===== src/rtl/cntr8_arb.sv =====
// cntr8_arb: round-robin arbiter sequencing load/inc/dec bursts on one shared cntr8
module cntr8_arb #(
  parameter int WIDTH = 8,
  parameter int LEN_W = 4
) (
  input  logic             clk,
  input  logic             reset_n,
  input  logic [1:0]       i_req,
  input  logic [1:0]       i_op,
  input  logic [WIDTH-1:0] i_start0,
  input  logic [WIDTH-1:0] i_start1,
  input  logic [LEN_W-1:0] i_len0,
  input  logic [LEN_W-1:0] i_len1,
  output logic [1:0]       o_grant,
  output logic [1:0]       o_done,
  output logic [WIDTH-1:0] o_result,
  output logic             o_load,
  output logic             o_inc,
  output logic [WIDTH-1:0] o_d_in,
  input  logic [WIDTH-1:0] i_cnt
);
  typedef enum logic [1:0] {IDLE, LOAD, RUN, DONE} state_t;
  state_t state, state_nx;
  logic rr, op_l, win;
  logic [WIDTH-1:0] start_l;
  logic [LEN_W-1:0] len_l, step;
  assign win = (i_req == 2'b11) ? rr : i_req[1];
  always_comb begin
    state_nx = state;
    state_nx = (state == IDLE) ? ((|i_req) ? LOAD : IDLE) :
               (state == LOAD) ? ((len_l != '0) ? RUN : DONE) :
               (state == RUN)  ? ((step == len_l - LEN_W'(1)) ? DONE : RUN) : IDLE;
  end
  always_comb begin
    o_load = (state != RUN);
    o_inc  = (state == RUN) & op_l;
    o_d_in = (state == LOAD) ? start_l : (state == DONE) ? i_cnt : o_result;
  end
  always_ff @(posedge clk or negedge reset_n) begin
    if (!reset_n) begin
      state    <= IDLE;
      o_grant  <= '0;
      o_done   <= '0;
      o_result <= '0;
      rr       <= 1'b0;
      op_l     <= 1'b0;
      start_l  <= '0;
      len_l    <= '0;
      step     <= '0;
    end else begin
      state  <= state_nx;
      o_done <= (state == DONE) ? o_grant : 2'b00;
      if (state == IDLE && |i_req) begin
        o_grant <= win ? 2'b10 : 2'b01;
        op_l    <= i_op[win];
        start_l <= win ? i_start1 : i_start0;
        len_l   <= win ? i_len1 : i_len0;
      end
      if (state == LOAD) step <= '0;
      if (state == RUN) step <= step + LEN_W'(1);
      if (state == DONE) begin
        o_result <= i_cnt;
        o_grant  <= 2'b00;
        rr       <= o_grant[0];
      end
    end
  end
endmodule


===== config.mk =====
export PLATFORM = sky130hd
export DESIGN_NAME = cntr8_arb
export DESIGN_NICKNAME = d
export VERILOG_FILES = /design/src/rtl/cntr8_arb.sv
export SDC_FILE = /design/constraint.sdc
export NUM_CORES = 1
export LEC_CHECK = 0
export BUFFER_PORTS_ARGS = -buffer_cell sky130_fd_sc_hd__buf_2
export CORE_AREA = 5 5 64 72
export DETAILED_ROUTE_END_ITERATION = 7
export DIE_AREA = 0 0 69 77
export GPL_ROUTABILITY_DRIVEN = 0
export GPL_TIMING_DRIVEN = 0
export PLACE_DENSITY = 0.74
export SYNTH_ARGS = -nofsm -noshare
export SYNTH_HDL_FRONTEND = slang
export SYNTH_SLANG_ARGS = --single-unit

===== constraint.sdc =====
create_clock -name clk -period 4.9 [get_ports clk]
set_input_delay 0.98 -clock clk [delete_from_list [all_inputs] [get_ports clk]]
set_output_delay 0.98 -clock clk [all_outputs]
set_load 0.05 [all_outputs]

==> Yosys cells after proc, flatten, opt, wreduce, memory -nomap -nowiden <==
Cells that the tools add are included.
W data, S select, Z words.
{ "word_totals": {"word_cells": 44, "input_bits": 38, "ramBits": 0, "ff_bits": 32, "out_inout_bits": 22, "latchBits": 0, "mem_count": 0, "romBits": 0} }
{ "classes": {"addsub": 2, "n_bitwise": 1, "div": 0, "n_lt_le_gt_ge": 1, "n_reduce_logical": 6, "mul": 0, "n_eq_ne": 6, "shifts": 0, "mux": 19} }
{ "ops": {"columns": ["op", "count"], "rows": [
  ["$mux W8", 3],
  ["$mux W2", 7],
  ["$mux W4", 3],
  ["$eq A2 B2 Y1 const B", 3],
  ["$mux W1", 6],
  ["$add A4 B1 Y4 const B", 1],
  ["$eq A4 B4 Y1", 1],
  ["$reduce_bool A2 Y1", 2],
  ["$reduce_bool A4 Y1", 1],
  ["$sub A4 B1 Y4 const B", 1],
  ["$eq A2 B1 Y1 const B", 1],
  ["$logic_not A2 Y1", 1],
  ["$lt A1 B2 Y1 const B", 1],
  ["$ne A2 B2 Y1 const B", 1],
  ["$reduce_or A2 Y1", 1],
  ["$and A1 B1 Y1", 1],
  ["$logic_and A1 B1 Y1", 1]
]} }

==> Longest topological paths before layout <==
Gate-level depths: netlist (run 1).
{ "depth": {"word_depth": 6, "ltp_mapped": 6} }

==> Least setup slack after synthesis (run 1) <==
Ideal clock, no wire load.
{ "synth_path": {"path_kind": "input port to output port", "from": "input port i_cnt[0]", "to": "output port o_d_in[0]", "path_stages": 2, "slack_ns": 2.305, "required_time_ns": 3.920, "arrival_time_ns": 1.615, "cell_sequence": "mux2_2 > mux2_2"} }
{ "synth_between": {"elab_chain_cells": 2} }
{ "synth_lines": {"columns": ["element", "line_no", "text"], "rows": [
  ["start: declaration", "20", "input logic [WIDTH-1:0] i_cnt"],
  ["$mux W8 (2 in a row)", "37", "o_d_in = (state == LOAD) ? start_l : (state == DONE) ? i_cnt : o_result;"],
  ["end: declaration", "19", "output logic [WIDTH-1:0] o_d_in,"]
]} }
No other way between the ends.

==> Worst setup path in the final report (run 1) <==
{ "layout_path": {"from": "register state[0]", "to": "output port o_d_in[1]"} }
{ "layout_between": {"elab_chain_cells": 3, "word_cells_on_any_way": 4, "cone_classes": "eq/ne (2); mux (2)"} }
{ "layout_lines": {"columns": ["element", "line_no", "text"], "rows": [
  ["start: declaration", "23", "state_t state, state_nx;"],
  ["start signal: assignment", "51", "state <= state_nx;"],
  ["$eq A2 B2 Y1", "37", null],
  ["$mux W8", "37", null],
  ["$mux W8 *", "37", null]
]} }
Mark *: on every way between the ends. The rest lies on a longest branch, timed or not.

==> flow_summary.toml, run 1 <==
[yosys]
syn_area_per_cell_um2 = 10.9
yosys_warnings = 0
synth.cell_area_um2 = 1740
number_of_nets_produced_by_synthesis = 205
synthesis.instances = 160
ys_seq_elements = 32
post_synth_num_cell_types = 36
synth_seq_area_share_pct = 46.0

[detailed_routing]
vias = 1406
drc_errors = 0
first_iter_violations = 60
antenna_left = 0
routed_wire_length_per_instance_um = 14.3
detail_route.vias_per_cell = 5.06
drt_pass1_iterations = 4
routed_wl_mm = 3.99

[setup_path]
crit_path_start_kind = "flop"
critPathCaptureType = "output port"
reg2regPathDepth = 6
r2r_path_start = "state[0]"
required_ps = 3920
critPathKind = "flop to output port"
worstPathArrival_ps = 1910
critPathMaxFanout = 10
timing.critical_path.from = "state[0]"

[placement]
placement.io_buffers = 58
detailed_place_hpwl_mm = 3.01

[cts]
clock_insertion_delay_worst_skew_ps = 290
cts_tree = "built"
worst_setup_hold_path_clk_slew_ps = 70
clk_path_buf_depth = 2
cts.sink_count = 32
cts_made_buffers = 5
cts_root_buf = "sky130_fd_sc_hd__clkbuf_8"
cts-htree-levels = 2
ctsResizeCount = 0
cts_post_setup_buffers_inserted = 0
cts_hold_repair.buffers = 0

[timing]
slew-limit-headroom_pct = 53.3
min_period_ps = 2890
rsz_0062_raised_after_global_routing = "no"
final-setup-viol-count = 0
fmaxAchievable_mhz = 346
drv_slew = 0
report.final.hold_viol_count = 0
hold_ws_ps = 519
setup_total_negative_slack_ps = 0
clock_skews_ps = 2.38
final.period_utilization_pct = 59.0
worst-slew-pin-transition_ps = 700

[pwr]
power_density_nw_per_um2 = 784
vdd_drop_max_v = 0.000276
p_seq_share_pct = 27.8
pwr-share-clk_pct = 12.3
power.leakage_nw = 1.05
power.combinational.fraction_pct = 59.9
switching_power_mw = 0.861
power_switching_share_pct = 50.2
internal_power_of_the_cells_mw = 0.853

[floorplanning]
placement_rows = 24
floorplan_core_area_um2 = 3840
floorplan.io_pins = 60
die-area_um2 = 5310
die_width_um = 69
floorplan.initialDensity_pct = 45.2
die-height_um = 77

[job]
cap_viol_max_count = 0

[finish]
post-route-util_pct = 56.9
nNetsFinal = 270
antenna_cells_inserted = 0
area_growth_syn_to_layout_pct = 25.8
post_route_cells_drive_above_1_share_pct = 42.0

[global_route]
total_global_route_track_usage_pct = 15.2
grt_pass1_wl_mm = 6.44
grt_pass1_vias = 1400
antenna_violations_before_repair = 0
grt_overflow_total = 0
grt_start_max_net_pins = 33

[hold_path]
holdCritPathClass = "flop to flop"
whs_path_depth = 1
hold_start = "o_result[6]"

[outcome]
outcome = "finished clean"
## cells by family after synthesis
kind of cell    share of synthesized area, %
fa+ha+maj                               5.04
xor+xnor                                3.02
mux                                     12.8
simple gates                            14.5
compound gates                          12.7
buf+inv                                 5.97
flops                                   46.0
## per-layer routing
metal / vias up / routed length [µm] / part of all wire [%] / GRT usage (%)
li1: 692 / - / - / -
met1: 665 / 1710 / 43 / 17.8
met2: 38 / 1980 / 50 / 24.8
met3: 11 / 211 / 5.3 / 4.58
met4: 0 / 87 / 2.2 / 8.20
met5: - / 0 / 0 / 0
## critical path, stage by stage (launching register included)
cell and delay (ps):
sky130_fd_sc_hd__dfrtp_1 410, sky130_fd_sc_hd__ha_1 260, sky130_fd_sc_hd__buf_6 170, sky130_fd_sc_hd__mux2_4 310
sky130_fd_sc_hd__mux2_2 260, sky130_fd_sc_hd__buf_2 210
## state kept, by name (all words and copies together) (netlist names)
signal / cells
op_l: 1
step: 4
start_l: 8
o_done: 2
len_l: 4
state: 2
rr: 1
o_grant: 2
o_result: 8
## worst paths after layout
kind,end,slack [ps]
worst max register to register,start_l[3],3460
max in group asynchronous,start_l[3],3710
worst min-delay path,o_result[6],520
worst max-delay path,o_d_in[1],2010
worst min register to register,o_result[6],520
min in group asynchronous,step[3],730
## power by group through the flow
stage          Sequential [mW]  Combinational (mW)  Clock [mW]
2_1_floorplan            0.618               0.668           0
3_3_place_gp             0.475                1.02           0
3_5_place_dp             0.479                1.03           0
4_1_cts                  0.476                1.04       0.217
5_1_grt                  0.490                1.11       0.228
6_report                 0.476                1.03       0.211
## final cells by class
class / count / area [µm²]
Multi-Input combinational cell: 108 / 835
Sequential cell: 32 / 801
Buffer: 10 / 66.3
Clock buffer: 6 / 82.6
Clock inverter: 2 / 10.0
Fill cell: 351 / 1660
Inverter: 10 / 37.5
Timing Repair Buffer: 58 / 290
Tap cell: 52 / 65.1
## synthesized netlist by cell type, drive strengths merged
cell type,n,area [µm²]
dfrtp,32,801
mux2,16,203
o21ai,15,75.1
nand3b,14,105
nor2,14,52.6
a31oi,13,81.3
inv,10,37.5
buf,7,52.5
ha,7,87.6
xnor2,4,35.0
and2,3,21.3
clkbuf,3,13.8
nand3,3,15.0
a21oi,2,13.8
mux2i,2,20.0
nor2b,2,20.0
xor2,2,17.5
a21o,1,7.51
a22o,1,8.76
nand2,1,3.75
nand2b,1,13.8
nand4,1,6.26
nor3,1,5.00
nor4b,1,8.76
o211a,1,10.0
o21a,1,7.51
o2bb2ai,1,8.76
o31ai,1,7.51
## cell usage in the layout (no fill, tap or decap), types with 3 or more instances in the layout
master / instances
sky130_fd_sc_hd__clkbuf_8: 6
sky130_fd_sc_hd__nand3b_1: 14
sky130_fd_sc_hd__nand3_1: 3
sky130_fd_sc_hd__ha_1: 7
sky130_fd_sc_hd__mux2_2: 10
sky130_fd_sc_hd__mux2_4: 6
sky130_fd_sc_hd__xnor2_1: 4
sky130_fd_sc_hd__buf_6: 3
sky130_fd_sc_hd__a31oi_1: 13
sky130_fd_sc_hd__buf_2: 61
sky130_fd_sc_hd__dfrtp_1: 32
sky130_fd_sc_hd__nor2_1: 14
sky130_fd_sc_hd__inv_1: 10
sky130_fd_sc_hd__o21ai_0: 14
## stage by stage
| stage | power (mW) | cells | cell area (µm²) | worst slack, ps |
|---|---|---|---|---|
| 6_report | 1.71 | 278 | 2190 | 2010 |
| 5_1_grt | 1.82 | 278 | 2190 | 1970 |
| 4_1_cts | 1.73 | 278 | 2190 | 2000 |
| 3_5_place_dp | 1.51 | 270 | 2090 | 2080 |
| 3_3_place_gp | 1.50 | 270 | 2090 | 2090 |
| 2_1_floorplan | 1.29 | 160 | 1740 | 2310 |
No activity file was read; power rests on OpenSTA's default activity.
==> run 2: changes to the inputs <==
--- a/config.mk
+++ b/config.mk
@@ -5,13 +5,14 @@
 export SDC_FILE = /design/constraint.sdc
 export NUM_CORES = 1
 export LEC_CHECK = 0
+export ABC_AREA = 1
 export BUFFER_PORTS_ARGS = -buffer_cell sky130_fd_sc_hd__buf_2
 export CORE_AREA = 5 5 64 72
 export DETAILED_ROUTE_END_ITERATION = 7
 export DIE_AREA = 0 0 69 77
 export GPL_ROUTABILITY_DRIVEN = 0
 export GPL_TIMING_DRIVEN = 0
-export PLACE_DENSITY = 0.74
+export PLACE_DENSITY = 0.75
 export SYNTH_ARGS = -nofsm -noshare
 export SYNTH_HDL_FRONTEND = slang
 export SYNTH_SLANG_ARGS = --single-unit
==> constraint.sdc (replaced) <==
create_clock -name clk -period 2.73 [get_ports clk]
set_input_delay 0.546 -clock clk [delete_from_list [all_inputs] [get_ports clk]]
set_output_delay 0.546 -clock clk [all_outputs]
set_load 0.05 [all_outputs]
==> flow_summary.toml, run 2 <==
[yosys]
synth_top_cells_by_count = "sky130_fd_sc_hd__nand2_1 (59), sky130_fd_sc_hd__dfrtp_1 (32), sky130_fd_sc_hd__inv_1 (21), sky130_fd_sc_hd__nor2_1 (17), sky130_fd_sc_hd__o22ai_2 (12)"
synth.cell_area_um2 = 1760
dominantRegCellSynth = "sky130_fd_sc_hd__dfrtp_1"
synthesis.instances = 207
number_of_nets_produced_by_synthesis = 252
yosys_warnings = 0
ys_top_cells_by_area = "sky130_fd_sc_hd__dfrtp_1 (45%), sky130_fd_sc_hd__nand2_1 (13%), sky130_fd_sc_hd__o22ai_2 (8.5%)"
synth_seq_area_share_pct = 45.4
synth-edff-count = 0
synth.most_common_cell = "sky130_fd_sc_hd__nand2_1"
synth_async_sr_flop_share_pct = 100
synth_area_leader_cell = "sky130_fd_sc_hd__dfrtp_1"
post_synth_num_cell_types = 21
ys_seq_elements = 32
synthDominantCellAreaShare_pct = 45.4
syn_area_per_cell_um2 = 8.52

[setup_path]
worstPathArrival_ps = 1760
crit_path_start_kind = "flop"
critPathMaxFanout = 10
timing.critical_path.from = "state[0]"
critPathCaptureType = "output port"
critPathKind = "flop to output port"
worst-r2r-setup-slack_ps = 1320
required_ps = 2180
r2r_path_start = "state[0]"
reg2regPathDepth = 7
r2r_end = "start_l[1]"

[global_route]
grt_pass1_wl_mm = 6.71
grt_start_max_net_pins = 33
grt_pass1_vias = 1512
antenna_violations_before_repair = 0
grt_overflow_total = 0
total_global_route_track_usage_pct = 15.7

[timing]
fmaxAchievable_mhz = 433
setup_total_negative_slack_ps = 0
worst-slew-pin-transition_ps = 695
rsz_0062_raised_after_global_routing = "no"
clock_skews_ps = 5.34
final.period_utilization_pct = 84.6
drv_slew = 0
report.final.hold_viol_count = 0
final-setup-viol-count = 0
min_period_ps = 2310
slew-limit-headroom_pct = 53.6

[finish]
most-common-layout-cells = "sky130_fd_sc_hd__buf_2 (62), sky130_fd_sc_hd__nand2_1 (59), sky130_fd_sc_hd__dfrtp_1 (32)"
biggestRegsByFlops = "o_result x8, start_l x8"
antenna_cells_inserted = 0
post_route_cells_drive_above_1_share_pct = 39.8
nNetsFinal = 318
mostFrequentLayoutCell = "sky130_fd_sc_hd__buf_2"
area_growth_syn_to_layout_pct = 26.8
post-route-util_pct = 58.1

[pwr]
power_density_nw_per_um2 = 1410
power.leakage_nw = 1.23
vdd_drop_max_v = 0.000715

[detailed_routing]
routed_wl_mm = 3.88
vias = 1549
routed_wire_length_per_instance_um = 11.9
first_iter_violations = 68
antenna_left = 0
drc_errors = 0
detail_route.vias_per_cell = 4.75
drt_pass1_iterations = 4

[cts]
cts_made_buffers = 5
cts_post_setup_buffers_inserted = 0
cts_root_buf = "sky130_fd_sc_hd__clkbuf_8"
worst_setup_hold_path_clk_slew_ps = 70
clock_insertion_delay_worst_skew_ps = 290
cts_hold_repair.buffers = 0
cts_tree = "built"
cts.sink_count = 32
clk_path_buf_depth = 2
ctsResizeCount = 0
cts-htree-levels = 2

[floorplanning]
placement_rows = 24
floorplan.io_pins = 60
die-area_um2 = 5310
die-height_um = 77
die_width_um = 69
floorplan_core_area_um2 = 3840
floorplan.initialDensity_pct = 45.9

[placement]
detailed_place_hpwl_mm = 3.05
placement.io_buffers = 59

[hold_path]
holdCritPathClass = "input pin to async pin"

[outcome]
outcome = "finished clean"

[job]
cap_viol_max_count = 0
[run 2: through the flow]
stage	hold WS [ps]	worst slack [ps]	instance area (µm²)	cells	total power, mW
2_1_floorplan	250	222	1760	207	2.31
3_3_place_gp	478	741	2120	318	2.70
3_5_place_dp	477	729	2120	318	2.73
4_1_cts	324	402	2230	326	3.19
5_1_grt	358	238	2230	326	3.40
6_report	300	420	2230	326	3.16
[run 2: cell type report]
type	instances	area, µm²
fill	393	1610
sequential	32	801
multi-input combinational	139	801
timing repair buffer	59	295
inverter	30	113
clock buffer	5	68.8
tap	52	65.1
buffer	6	48.8
clock inverter	3	42.5
[run 2: how the worst max path moves through the flow]
| stage | slack (ps) | endpoint | cells past startpoint |
|---|---|---|---|
| after global routing | 240 | o_d_in[0] | 7 |
| after detailed placement | 730 | o_d_in[0] | 7 |
| after floorplan | 220 | o_d_in[6] | 5 |
| after CTS | 400 | o_d_in[0] | 6 |
| after global placement | 740 | o_d_in[6] | 6 |
| final | 420 | o_d_in[0] | 6 |
[run 2: power breakdown]
group	leakage (nW)	total [mW]	internal, mW	switching (mW)
sequential	0.399	0.792	0.684	0.108
combinational	0.778	1.92	0.543	1.37
clock	0.0541	0.449	0.270	0.179
[run 2: logic make-up (layout without fill, tap and decap cells)]
group | count (synthesis) | in the layout | share of synthesized area [%]
XOR/XNOR | 1 | 1 | 0.497
AO/OA/AOI/OAI | 41 | 41 | 19.2
buffers and inverters | 36 | 103 | 9.16
AND/OR/NAND/NOR | 90 | 90 | 20.8
flip-flops | 32 | 32 | 45.4
adder cells (fa/ha/maj) | 7 | 7 | 4.97
[run 2: worst max-delay path, cell delays in order, from the launching register on]
cell	delay [ps]
sky130_fd_sc_hd__dfrtp_1	410
sky130_fd_sc_hd__ha_1	260
sky130_fd_sc_hd__inv_1	150
sky130_fd_sc_hd__buf_2	220
sky130_fd_sc_hd__nand2_1	70
sky130_fd_sc_hd__o21ai_0	80
sky130_fd_sc_hd__buf_2	290
[run 2: metal layers]
metal  GRT usage (%)  vias to the layer above  share of wire [%]
met5               0                        -                  0
met2            27.5                       36                 50
met1            17.2                      712                 43
met3            4.84                        6                5.7
met4            7.23                        0                1.5
li1                -                      795                  -
==> run 3: changes to the inputs <==
==> constraint.sdc (replaced) <==
create_clock -name clk -period 2.16 [get_ports clk]
set_input_delay 0.432 -clock clk [delete_from_list [all_inputs] [get_ports clk]]
set_output_delay 0.432 -clock clk [all_outputs]
set_load 0.05 [all_outputs]
==> flow_summary.toml, run 3 (synthesis gave the netlist of run 2 again) <==
[detailed_routing]
drc_errors = 0
first_iter_violations = 53
detail_route.vias_per_cell = 4.79
drt_pass1_iterations = 4
met2_wirelength_mm = 1.84
top_layer_used = "met4"
routedLengthMet1_mm = 1.73
routed_wl_mm = 3.89
routed_wire_length_per_instance_um = 11.9
wl_met3_um = 251
antenna_left = 0
vias = 1562

[finish]
finish.cell_count_without_fillers = 326
nNetsFinal = 318
area_growth_syn_to_layout_pct = 28.7
post-route-util_pct = 59.0
post_route_cells_drive_above_1_share_pct = 40.9
antenna_cells_inserted = 0
most-common-layout-cells = "sky130_fd_sc_hd__nand2_1 (59), sky130_fd_sc_hd__buf_2 (52), sky130_fd_sc_hd__dfrtp_1 (32)"
biggestRegsByFlops = "o_result x8, start_l x8"
mostFrequentLayoutCell = "sky130_fd_sc_hd__nand2_1"

[pwr]
internal_power_of_the_cells_mw = 1.98
p_seq_share_pct = 24.5
pwr-share-clk_pct = 14.0
power.combinational.fraction_pct = 61.5
power_density_nw_per_um2 = 1810
power.leakage_nw = 1.24
switching_power_mw = 2.12
power_switching_share_pct = 51.7
vdd_drop_max_v = 0.000900
finalPower_mw = 4.10

[timing]
report.final.hold_viol_count = 0
min_period_ps = 2030
clock_skews_ps = 9.30
hold_ws_ps = 182
final.setup.worst_slack_ps = 125
drv_slew = 0
final-setup-viol-count = 0
fmaxAchievable_mhz = 491
slew-limit-headroom_pct = 52.2
final.period_utilization_pct = 94.2
worst-slew-pin-transition_ps = 717

[hold_path]
holdCritPathClass = "input pin to async pin"

[setup_path]
crit_path_start_kind = "flop"
path_cells = "inv_1 > ha_2 > inv_2 > buf_4 > o21ai_1 > buf_6"
critPathKind = "flop to output port"
worst-r2r-setup-slack_ps = 780
required_ps = 1730
critPathCaptureType = "output port"
worstPathBufferInverterCount = 4
cpLargestDelayFamily = "buffers and inverters"
r2r_end = "start_l[0]"
slowest_stage = "sky130_fd_sc_hd__dfrtp_1"
r2r_path_start = "state[0]"
reg2regPathDepth = 7
critPathMaxFanout = 10
cpPeakStageDelay_ps = 410
worstPathArrival_ps = 1600

[cts]
cts_tree = "built"
cts.sink_count = 32
clock_insertion_delay_worst_skew_ps = 290
cts_post_setup_buffers_inserted = 0
clk_path_buf_depth = 2
worst_setup_hold_path_clk_slew_ps = 80
cts_root_buf = "sky130_fd_sc_hd__clkbuf_8"
cts_made_buffers = 5
cts-htree-levels = 2
cts_hold_repair.buffers = 0

[floorplanning]
die_width_um = 69
floorplan.initialDensity_pct = 45.9
die-height_um = 77
die-area_um2 = 5310
floorplan_core_area_um2 = 3840
floorplan.io_pins = 60
placement_rows = 24

[global_route]
grt_start_max_net_pins = 33
total_global_route_track_usage_pct = 15.5
grt_pass1_vias = 1527
grt_overflow_total = 0
grt_pass1_wl_mm = 6.67
antenna_violations_before_repair = 0

[placement]
placement.io_buffers = 59
pre_cts_ws_ps = 272
placed_cells = 318
detailed_place_hpwl_mm = 3.04

[job]
cap_viol_max_count = 0

[outcome]
outcome = "finished clean"
[run 3: worst register-to-register path, cell delays in order, from the launching register on]
cell and delay, ps:
sky130_fd_sc_hd__dfrtp_1 380, sky130_fd_sc_hd__inv_1 70, sky130_fd_sc_hd__ha_1 220, sky130_fd_sc_hd__o21ai_2 120, sky130_fd_sc_hd__inv_2 140, sky130_fd_sc_hd__buf_6 190
sky130_fd_sc_hd__o21ai_2 70, sky130_fd_sc_hd__o22ai_2 70
[run 3: how the worst max path moves through the flow]
stage,from,endpoint,slack (ps),depth (start not counted)
3_3_place_gp,state[1],o_d_in[6],270,7
2_1_floorplan,state[1],o_d_in[0],-80,4
5_1_grt,state[1],o_d_in[6],-9,6
3_5_place_dp,state[1],o_d_in[0],270,7
4_1_cts,state[1],o_d_in[0],40,7
6_report,state[1],o_d_in[6],130,6
[run 3: repair_timing]
action / 4_1_cts / 5_1_grt
gates resized for setup: 9 / 6
endpoints found under the hold margin: 0 / 0
endpoints found under the setup margin: 8 / 8
[run 3: power groups by stage]
stage	logic [mW]	clock network, mW	registers (mW)
2_1_floorplan	1.59	0	1.33
6_report	2.52	0.574	1.00
3_5_place_dp	2.44	0	1.02
3_3_place_gp	2.41	0	1.00
4_1_cts	2.52	0.579	1.00
5_1_grt	2.77	0.609	1.04
[run 3: metrics by stage]
step	setup TNS (ps)	area, µm²
6_report	0	2270
3_5_place_dp	0	2120
5_1_grt	-9.05	2270
4_1_cts	0	2260
3_3_place_gp	0	2120
2_1_floorplan	-492	1760
[run 3: layer usage]
metal,vias up,global-route usage (%)
li1,793,-
met1,720,18.6
met2,41,25.9
met3,8,5.10
met4,0,5.86
met5,-,0
[run 3: layout make-up]
type / count / area (µm²)
Multi-Input combinational cell: 139 / 806
Clock inverter: 3 / 42.5
Buffer: 6 / 53.8
Inverter: 30 / 113
Tap cell: 52 / 65.1
Timing Repair Buffer: 59 / 319
Clock buffer: 5 / 68.8
Fill cell: 385 / 1580
Sequential cell: 32 / 801
